===== src/rtl/merlin_mem_arbiter.sv =====
// rtl/merlin_mem_arbiter.sv - shares one memory port between the I (fetch) and D (load/store) requesters
module merlin_mem_arbiter #(
  parameter int C_OUTSTANDING_X = 2,
  parameter int C_STARVE_LIMIT  = 4
) (
  input  logic        clk_i,
  input  logic        reset_i,
  input  logic        clk_en_i,
  input  logic        ireqvalid_i,
  output logic        ireqready_o,
  input  logic [1:0]  ireqhpl_i,
  input  logic [31:0] ireqaddr_i,
  output logic        irspvalid_o,
  input  logic        irspready_i,
  output logic        irsprerr_o,
  output logic [31:0] irspdata_o,
  input  logic        dreqvalid_i,
  output logic        dreqready_o,
  input  logic [1:0]  dreqhpl_i,
  input  logic [31:0] dreqaddr_i,
  input  logic        dreqwr_i,
  input  logic [1:0]  dreqsize_i,
  input  logic [31:0] dreqdata_i,
  output logic        drspvalid_o,
  input  logic        drspready_i,
  output logic        drsprerr_o,
  output logic [31:0] drspdata_o,
  output logic        mreqvalid_o,
  input  logic        mreqready_i,
  output logic [1:0]  mreqhpl_o,
  output logic [31:0] mreqaddr_o,
  output logic        mreqwr_o,
  output logic [1:0]  mreqsize_o,
  output logic [31:0] mreqdata_o,
  input  logic        mrspvalid_i,
  output logic        mrspready_o,
  input  logic        mrsprerr_i,
  input  logic [31:0] mrspdata_i,
  output logic        protocol_err_o
);
  localparam int AW = C_OUTSTANDING_X;
  localparam int DEPTH = 1 << AW;
  localparam logic [AW:0] DEPTH_C = (AW+1)'(DEPTH);
  localparam logic [AW:0] ONE_C = (AW+1)'(1);
  localparam logic [7:0] LIMIT_C = 8'(C_STARVE_LIMIT);

  // Tag FIFO: one bit per outstanding request, 0 = I, 1 = D
  logic [DEPTH-1:0] tag_q;
  logic [AW-1:0]    rd_ptr_q, wr_ptr_q;
  logic [AW:0]      count_q;
  logic             lock_q, lock_sel_q, err_q;
  logic [7:0]       starve_q;

  logic empty, head_d, rsp_pop, pop, can_issue, lock_hold, sel_i, sel_d, issue;

  assign empty       = (count_q == '0);
  assign head_d      = tag_q[rd_ptr_q];
  assign mrspready_o = empty | (head_d ? drspready_i : irspready_i);
  assign rsp_pop     = mrspvalid_i & mrspready_o;
  assign pop         = rsp_pop & ~empty;
  assign can_issue   = (count_q < DEPTH_C) | ((count_q == DEPTH_C) & rsp_pop);

  assign irspvalid_o    = mrspvalid_i & ~empty & ~head_d;
  assign drspvalid_o    = mrspvalid_i & ~empty & head_d;
  assign irsprerr_o     = mrsprerr_i;
  assign drsprerr_o     = mrsprerr_i;
  assign irspdata_o     = mrspdata_i;
  assign drspdata_o     = mrspdata_i;
  assign protocol_err_o = err_q;

  // A stalled request keeps the port only while its requester still holds valid
  assign lock_hold = lock_q & (lock_sel_q ? dreqvalid_i : ireqvalid_i);

  always_comb begin
    sel_i = 1'b0;
    sel_d = 1'b0;
    if (lock_hold) begin
      sel_d = lock_sel_q;
      sel_i = ~lock_sel_q;
    end else if ((starve_q == LIMIT_C) && ireqvalid_i) begin
      sel_i = 1'b1;
    end else if (dreqvalid_i) begin
      sel_d = 1'b1;
    end else if (ireqvalid_i) begin
      sel_i = 1'b1;
    end
  end

  always_comb begin
    mreqhpl_o  = dreqhpl_i;
    mreqaddr_o = dreqaddr_i;
    mreqwr_o   = dreqwr_i;
    mreqsize_o = dreqsize_i;
    mreqdata_o = dreqdata_i;
    if (sel_i) begin
      mreqhpl_o  = ireqhpl_i;
      mreqaddr_o = {ireqaddr_i[31:2], 2'b00};
      mreqwr_o   = 1'b0;
      mreqsize_o = 2'b10;
      mreqdata_o = '0;
    end
  end

  assign mreqvalid_o = (sel_i | sel_d) & can_issue;
  assign ireqready_o = sel_i & mreqready_i & can_issue;
  assign dreqready_o = sel_d & mreqready_i & can_issue;
  assign issue       = mreqvalid_o & mreqready_i;

  always_ff @(posedge clk_i) begin
    if (reset_i) begin
      count_q    <= '0;
      rd_ptr_q   <= '0;
      wr_ptr_q   <= '0;
      lock_q     <= 1'b0;
      lock_sel_q <= 1'b0;
      starve_q   <= '0;
      err_q      <= 1'b0;
    end else if (clk_en_i) begin
      if (issue) wr_ptr_q <= wr_ptr_q + AW'(1);
      if (pop)   rd_ptr_q <= rd_ptr_q + AW'(1);
      if (issue && !pop)      count_q <= count_q + ONE_C;
      else if (!issue && pop) count_q <= count_q - ONE_C;
      lock_q     <= mreqvalid_o & ~mreqready_i;
      lock_sel_q <= sel_d;
      if ((issue && sel_i) || !ireqvalid_i) starve_q <= '0;
      else if (issue && sel_d && (starve_q < LIMIT_C)) starve_q <= starve_q + 8'd1;
      if (mrspvalid_i && empty) err_q <= 1'b1;
    end
  end

  always_ff @(posedge clk_i) begin
    if (!reset_i && clk_en_i && issue) tag_q[wr_ptr_q] <= sel_d;
  end
endmodule

===== config.mk =====
export PLATFORM = sky130hd
export DESIGN_NAME = merlin_mem_arbiter
export DESIGN_NICKNAME = d
export VERILOG_FILES = /design/src/rtl/merlin_mem_arbiter.sv
export SDC_FILE = /design/constraint.sdc
export NUM_CORES = 1
export LEC_CHECK = 0
export CAP_MARGIN = 20
export CORE_AREA = 4 4 108 110
export DETAILED_ROUTE_END_ITERATION = 10
export DIE_AREA = 0 0 112 114
export DONT_BUFFER_PORTS = 1
export SLEW_MARGIN = 40
export SYNTH_ARGS = -nofsm -noshare
export SYNTH_HDL_FRONTEND = slang
export SYNTH_SLANG_ARGS = --single-unit

===== constraint.sdc =====
create_clock -name clk_i -period 3.1 [get_ports clk_i]
set_clock_uncertainty 0.15 [all_clocks]
set_input_delay 0.62 -clock clk_i [delete_from_list [all_inputs] [get_ports clk_i]]
set_output_delay 0.62 -clock clk_i [all_outputs]
set_load 0.01 [all_outputs]

-- Word-level counts from Yosys, hierarchy flattened
Index checks and enable logic that the tools add are counted.
Widths: inputs -> output; s select.
- bits in registers: 22
- input bits: 145
- word-level logic and storage cells: 87
- add/sub/neg operators: 5
- $lt $le $gt $ge: 5
- equality and inequality tests: 2
- muxes and demuxes: 23
- bitwise logic cells: 21
- reductions and logical operators: 23
- operators by type and width (cell ; number):
    $mux 32 ; 2
    $mux 8 ; 2
    $and 1x1->1 ; 14
    $mux 1 ; 12
    $logic_and 1x1->1 ; 10
    $reduce_and 2->1 ; 5
    $add 8x1->8 const B ; 1
    $eq 8x3->1 const B ; 1
    $lt 8x3->1 const B ; 1
    $lt 2x3->1 const B ; 2
    $mux 3 ; 2
    $add 2x1->2 const B ; 2
    $bwmux 4 ; 1
    $logic_not 1->1 ; 4
    $mux 2 ; 2
    $not 1->1 ; 4
    $reduce_bool 2->1 ; 2
    $add 3x1->3 const B ; 1
    $eq 3x3->1 const B ; 1
    $logic_not 3->1 ; 1
    $lt 3x3->1 const B ; 1
    $or 1x1->1 ; 3
    $sub 3x1->3 const B ; 1
    $bmux 1 s2 ; 1
    other kinds (3) ; 3

-- Longest topological paths before layout
Gate-level depths: netlist of run 1.
- depth in word-level cells: 13
- gate-level depth with buffers: 11

-- Worst setup path after synthesis of run 1
No wires, ideal clock.
- path kind: reg-to-reg
- from: register rd_ptr_q[0]
- to: register count_q[1]
- setup time: 0.128 ns
- arrival time: 2.469 ns
- required time: 2.822 ns
- setup slack: 0.354 ns
- cell stages (with the launch flop): 10
- cell sequence: dfxtp_1 > mux4_2 > mux2_4 > a41oi_4 > nor2_1 > ha_1 > inv_1 > fa_1 > mux2i_1 > nor2_1
- word-level cells in the longest chain between the ends: 13
- elaborated cells on any way between the ends: 17
- classes of those cells: 4 x mux; 7 x bitwise; 6 x reduce/logical
- RTL lines (element ; RTL line ; text):
    start, declared ; 49 ; logic [AW-1:0] rd_ptr_q, wr_ptr_q;
    start signal, assigned ; 120 ; if (pop) rd_ptr_q <= rd_ptr_q + AW'(1);
    $bmux 1 s2 * ; 57 ; assign head_d = tag_q[rd_ptr_q];
    $mux 1 (implied by the code) * ; 57 ;
    $mux 1 * ; 58 ; assign mrspready_o = empty | (head_d ? drspready_i : irspready_i);
    $or 1x1->1 * ; 58 ;
    $and 1x1->1 * ; 59 ; assign rsp_pop = mrspvalid_i & mrspready_o;
    $and 1x1->1 ; 61 ; assign can_issue = (count_q < DEPTH_C) | ((count_q == DEPTH_C) & rsp_pop);
    $or 1x1->1 ; 61 ;
    $and 1x1->1 ; 104 ; assign mreqvalid_o = (sel_i | sel_d) & can_issue;
    $and 1x1->1 ; 107 ; assign issue = mreqvalid_o & mreqready_i;
    $logic_not 1->1 ; 122 ; else if (!issue && pop) count_q <= count_q - ONE_C;
    $logic_and 1x1->1 ; 122 ;
    $reduce_bool 2->1 (no line) ; n/a ;
    $reduce_and 2->1 (no line) ; n/a ;
    end signal, assigned ; 121 ; if (issue && !pop) count_q <= count_q + ONE_C;
    end signal, assigned ; 122 ;
    end, declared ; 50 ; logic [AW:0] count_q;
Mark *: on every way between the ends. The rest lies on a longest branch, timed or not. The select of a mux whose other input is x is not followed.
A chain may end at the register's enable or synchronous reset.

-- Worst setup path after layout of run 1
- from: register starve_q[7]
- to: output port mreqaddr_o[8]
- word-level cells in the longest chain between the ends: 5
- RTL lines (element ; RTL line ; text):
    start, declared ; 52 ; logic [7:0] starve_q;
    start signal, assigned ; 126 ; else if (issue && sel_d && (starve_q < LIMIT_C)) starve_q <= starve_q + 8'd1;
    $eq 8x3->1 ; 80 ; end else if ((starve_q == LIMIT_C) && ireqvalid_i) begin
    $logic_and 1x1->1 ; 80 ;
    $mux 1 ; 80 ;
    $mux 1 ; 77 ; if (lock_hold) begin
    $mux 32 ; 95 ; if (sel_i) begin
    end, declared ; 31 ; output logic [31:0] mreqaddr_o,
Every way passes these cells.

==> results.cfg, run 1 <==
[die]
die_x_um = 112
fp.dieH_um = 114
core_um2 = 10700
rows = 38
start_util_pct = 21.61
io_pins = 287
die_area_um2 = 12770

[cts]
tritoncts = built
clock_path_buffers = 2
clk_pin_slew_ns = 0.08
cts_sinks = 22
clockRootBuffer = clkbuf_8
hold_buffers = 0
cts_setup_buffers = 0
numCtsBuffers = 3
cts_htree_levels = 1
clkLatencyLatePin_ns = 0.26

[route]
ant_nets = 0
vias = 1556
met1_length_um = 2930
wl_per_cell_um = 22.16
wl_met3_um = 898
drc = 0
routed_wl_um = 7535
met2_length_um = 3601
drt_iter0_drc = 43
route.top_layer_used = met5
vias_per_cell = 4.576
first_pass_iters = 4

[synth]
ys_ff_latch = 22
yosys-top-cells-count = buf_4, and2_1, mux2_2
synth_top_cell_by_area = buf_4
netlist_instances = 265
synth.distinct_cells = 42
netlist_area_um2 = 2312
synth_ff_type = dfxtp_1
yosysMostFrequentCell = buf_4
synth_edf_count = 4
synth_area_leaders = buf_4, dfxtp_1, mux2_2
syn-num-nets = 418
yosysWarningCount = 0
synth_top_area_share_pct = 21.43
ys_async_sr_fraction_pct = 0
yosysSeqAreaShare_pct = 20.78
synth_area_per_cell_um2 = 8.725

[timing]
relSlewSlack_pct = 58.41
timing_hold_violations_final = 0
timing.final.max_slew_violations = 0
setup_viol = 0
rsz0062_at_grt = false
period_share_pct = 96.75
fmax_mhz = 333.4
tightest_slew_ns = 0.6182
post-route-min-period_ns = 2.999
setup_tns_ns = 0

[critical_path]
cp_max_fo = 71
critPathKind = reg -> out
critPathArrivalTime_ns = 2.23
cp-start-kind = register
endpoint_kind = primary output
worstReg2RegStart = rd_ptr_q[0]$_SDFFE_PP0P_
startpoint = starve_q[7]$_SDFFE_PP0P_
crit_required_ns = 2.33

[placement]
port_buffers = 0
hpwlAfterDp_um = 6511
place_congestion = 0.7546

[grt]
grt_pass1_wl_um = 10120
grt_util_all_layers_pct = 10.46
grt_overflow = 0
first_global_vias = 1559
grt_max_degree = 72
antenna_found_initial = 9

[power]
p_per_area_nw_per_um2 = 399.2
swShare_pct = 34.68
pwr-share-clk_pct = 25.0
p_leak_nw = 0.6915
power_switching_mw = 0.2851
power_frac_seq_pct = 39.8
internal-power_mw = 0.5370
p_comb_share_pct = 35.3
ir_drop_mv = 0.1756

[layout]
final_util_pct = 19.25
fillers = 1192
drive_above_1_share_pct = 25.64
syn_to_final_growth_pct = -10.93
final_nets = 349

[min_path]
worst_hold_startpoint = reset_i
hold_class = in -> reg

[job]
maxCapViolations = 0

[status]
status = finished clean
sequential cells by signal, indices dropped and copies added (netlist names):
register	cells
starve_q	8
tag_q	4
count_q	3
rd_ptr_q	2
wr_ptr_q	2
lock_q	1
lock_sel_q	1
protocol_err_o	1
final timing paths:
| path | end | slack (ns) | depth (start not counted) |
|---|---|---|---|
| max reg2reg | count_q[2]$_SDFFE_PP0P_ | 0.31 | 11 |
| min | starve_q[0]$_SDFFE_PP0P_ | 0.27 | 1 |
| max | mreqaddr_o[8] | 0.10 | 5 |
| min reg2reg | starve_q[3]$_SDFFE_PP0P_ | 0.27 | 2 |
worst max-delay path: stages (launching register included):
cell and delay [ns]:
dfxtp_1 0.32, or4_1 0.59, nor4_2 0.36, o21ai_4 0.11, buf_12 0.21, mux2_2 0.35
cells in the final DEF (no fill, tap or decap), types with 2 or more instances in the layout:
| cell | count |
|---|---|
| a211oi_1 | 6 |
| a21oi_1 | 4 |
| a221oi_2 | 2 |
| and2_1 | 42 |
| clkbuf_8 | 4 |
| dfxtp_1 | 18 |
| diode_2 | 5 |
| edfxtp_1 | 4 |
| ha_1 | 7 |
| inv_1 | 13 |
| mux2_2 | 32 |
| mux2i_1 | 2 |
| nand2_1 | 4 |
| nand3_1 | 5 |
| nand4_1 | 3 |
| nor2_1 | 12 |
| nor2b_1 | 2 |
| nor3_1 | 2 |
| o21ai_0 | 6 |
| o21ai_4 | 2 |
| xnor2_1 | 2 |
| xor2_1 | 3 |
logic make-up (layout without fill, tap and decap cells):
family                   count (synthesis)  count (layout)  share of synthesized area [%]
XOR/XNOR                                 5               5                          1.894
adder cells (fa/ha/maj)                  8               8                          4.654
AND/OR/NAND/NOR                         77              77                          18.94
other                                    0               5                              0
multiplexers                            36              36                          18.07
AO/OA/AOI/OAI                           28              28                          10.34
buffers and inverters                   89              19                          25.33
flip-flops                              22              22                          20.78
repair_timing:
action	4_1_cts	5_1_grt
endpoints found under the setup margin	7	0
hold endpoints to repair	0	0
resized for setup	1	0
layout make-up:
type	count	area (um^2)	area share, %
tap	140	175.2	8.505
multi-input combinational	154	1260	61.18
sequential	22	480.5	23.33
timing repair buffer	2	27.53	1.337
inverter	13	48.80	2.369
antenna	5	12.51	0.6075
clock buffer	4	55.05	2.673
routing by layer:
metal | track usage (%) | vias to the layer above
li1 | - | 692
met1 | 12.72 | 718
met2 | 16.71 | 127
met3 | 5.464 | 13
met4 | 2.003 | 6
met5 | 0 | -
stage by stage:
stage | hold WS [ns] | area [um^2] | worst slack [ns] | instances | total power [mW]
after floorplan | 0.2540 | 2312 | 0.3536 | 265 | 0.6595
after global placement | 0.2646 | 1986 | 0.3164 | 331 | 0.6219
after detailed placement | 0.2671 | 1986 | 0.2814 | 331 | 0.6284
after CTS | 0.2608 | 2047 | 0.09500 | 335 | 0.8343
after global routing | 0.2496 | 2054 | 0.001266 | 338 | 0.8689
final | 0.2674 | 2059 | 0.1008 | 340 | 0.8221
power groups by stage:
stage	combinational (mW)	sequential [mW]	clock [mW]
after floorplan	0.331	0.329	0
after global placement	0.290	0.332	0
after detailed placement	0.295	0.334	0
after CTS	0.296	0.327	0.211
after global routing	0.317	0.330	0.223
final	0.290	0.327	0.205
(Power assumes the default switching activity.)
==> inputs of run 2 (changes only) <==
==> constraint.sdc (replaced) <==
create_clock -name clk_i -period 3.1 [get_ports clk_i]
set_clock_uncertainty 0.15 [all_clocks]
set_input_delay 0.62 -clock clk_i [delete_from_list [all_inputs] [get_ports clk_i]]
set_output_delay 0.62 -clock clk_i [all_outputs]
set_load 0.05 [all_outputs]
==> run 2 against run 1 <==
  * Routed wire length down 0.27%
  * Highest routed layer unchanged
  * Utilization grew 0.60 points
  * Sequential share of layout area is 0.64 points lower
  * Largest cell class unchanged
  * Die area did not move
  * Combinational power increased by 91%
==> results.cfg, run 2 (synthesis results as in run 1) <==
[critical_path]
endpoint_kind = primary output
startpoint = starve_q[7]$_SDFFE_PP0P_
critPathKind = reg -> out
critPathArrivalTime_ns = 2.23
ff2ff_setup_slack_ns = 0.37
crit_required_ns = 2.33
cp-start-kind = register
worstReg2RegStart = rd_ptr_q[0]$_SDFFE_PP0P_
cp_max_fo = 71
rr_endpoint = count_q[2]$_SDFFE_PP0P_
reg2reg_depth = 11
critPathCapture = mreqaddr_o[12]

[grt]
grt_max_degree = 72
first_global_vias = 1549
grt_util_all_layers_pct = 10.26
grt_pass1_wl_um = 9984
antenna_found_initial = 12
grt_overflow = 0

[job]
maxCapViolations = 0

[layout]
regMostFlops = starve_q
fillers = 1184
final_cell_mix = and2_1, mux2_2, dfxtp_1
instances_no_fill = 346
multi_input_area_um2 = 1272
largest_reg_flops = 8
final_util_pct = 19.85
drive_above_1_share_pct = 27.64
layout_commonest_cell = and2_1
regArea_um2 = 481.7
syn_to_final_growth_pct = -8.171
final_nets = 353
reg_top3 = starve_q: 8 flops, tag_q: 4 flops, count_q: 3 flops

[die]
die_area_um2 = 12770
fp.dieH_um = 114
io_pins = 287
core_um2 = 10700
rows = 38
die_x_um = 112
start_util_pct = 21.61

[cts]
clockRootBuffer = clkbuf_8
cts_setup_buffers = 0
clk_pin_slew_ns = 0.08
cts_sinks = 22
clkLatencyLatePin_ns = 0.26
numCtsBuffers = 3
clock_path_buffers = 2
tritoncts = built
cts_htree_levels = 1

[timing]
relSlewSlack_pct = 58.69
period_share_pct = 96.86
rsz0062_at_grt = false
timing.final.max_slew_violations = 0
tightest_slew_ns = 0.6140
whs_ns = 0.2714
setup_tns_ns = 0
setup_viol = 0
post-route-min-period_ns = 3.003
fmax_mhz = 333.0
timing_hold_violations_final = 0

[min_path]
worst_hold_startpoint = reset_i
hold_class = in -> reg

[power]
total_power_mw = 1.064
ir_drop_mv = 0.1961
p_leak_nw = 0.7140
p_per_area_nw_per_um2 = 501.3

[route]
routed_wl_um = 7515
drt_iter0_drc = 58
first_pass_iters = 4
vias = 1565
vias_per_cell = 4.523
ant_nets = 0
wl_per_cell_um = 21.72
drc = 0

[placement]
place_congestion = 0.7479
hpwlAfterDp_um = 6479
dp.cells = 335
port_buffers = 0

[status]
status = finished clean
run 2: final cells by class:
| cell class | instances | share of cell area, % |
|---|---|---|
| timing repair buffer | 6 | 3.889 |
| inverter | 13 | 2.298 |
| tap | 140 | 8.250 |
| sequential | 22 | 22.69 |
| antenna | 7 | 0.8250 |
| clock buffer | 4 | 2.121 |
| multi-input combinational | 154 | 59.93 |
run 2: what timing repair did:
item                       in CTS  in global routing
hold buffers                    0                  0
gates cloned                    0                  0
setup endpoints to repair      39                 34
hold endpoints to repair        0                  0
resized for setup               1                  3
run 2: critical path, stage by stage (launching register included):
cell     delay [ns]
dfxtp_1        0.32
or4_4          0.56
nor4_4         0.28
o21ai_4        0.10
buf_12         0.21
mux2_2         0.33
buf_12         0.15
run 2: how the worst min path moves through the flow:
stage	to	depth (start not counted)
6_report	starve_q[0]$_SDFFE_PP0P_	1
2_1_floorplan	starve_q[5]$_SDFFE_PP0P_	2
3_3_place_gp	starve_q[5]$_SDFFE_PP0P_	2
5_1_grt	starve_q[0]$_SDFFE_PP0P_	1
3_5_place_dp	starve_q[4]$_SDFFE_PP0P_	2
4_1_cts	starve_q[0]$_SDFFE_PP0P_	1
run 2: where the power goes:
part	internal (mW)	leakage [nW]	switching, mW
logic	0.129	0.508	0.425
registers	0.308	0.183	0.0248
clock network	0.0915	0.0228	0.0861
run 2: layer usage:
layer	global-route usage [%]	wire, um	part of all wire, %
met1	11.72	2795	37
met2	16.63	3610	48
met3	6.578	1007	13
met4	1.522	44	0.59
met5	0	57	0.76
run 2: through the flow:
stage,setup slack (ns),cell area (um^2)
floorplan,0.1862,2312
global placement,0.1983,2041
detailed placement,0.1729,2041
CTS,0.008594,2092
global route,0.02926,2118
finish,0.09743,2123
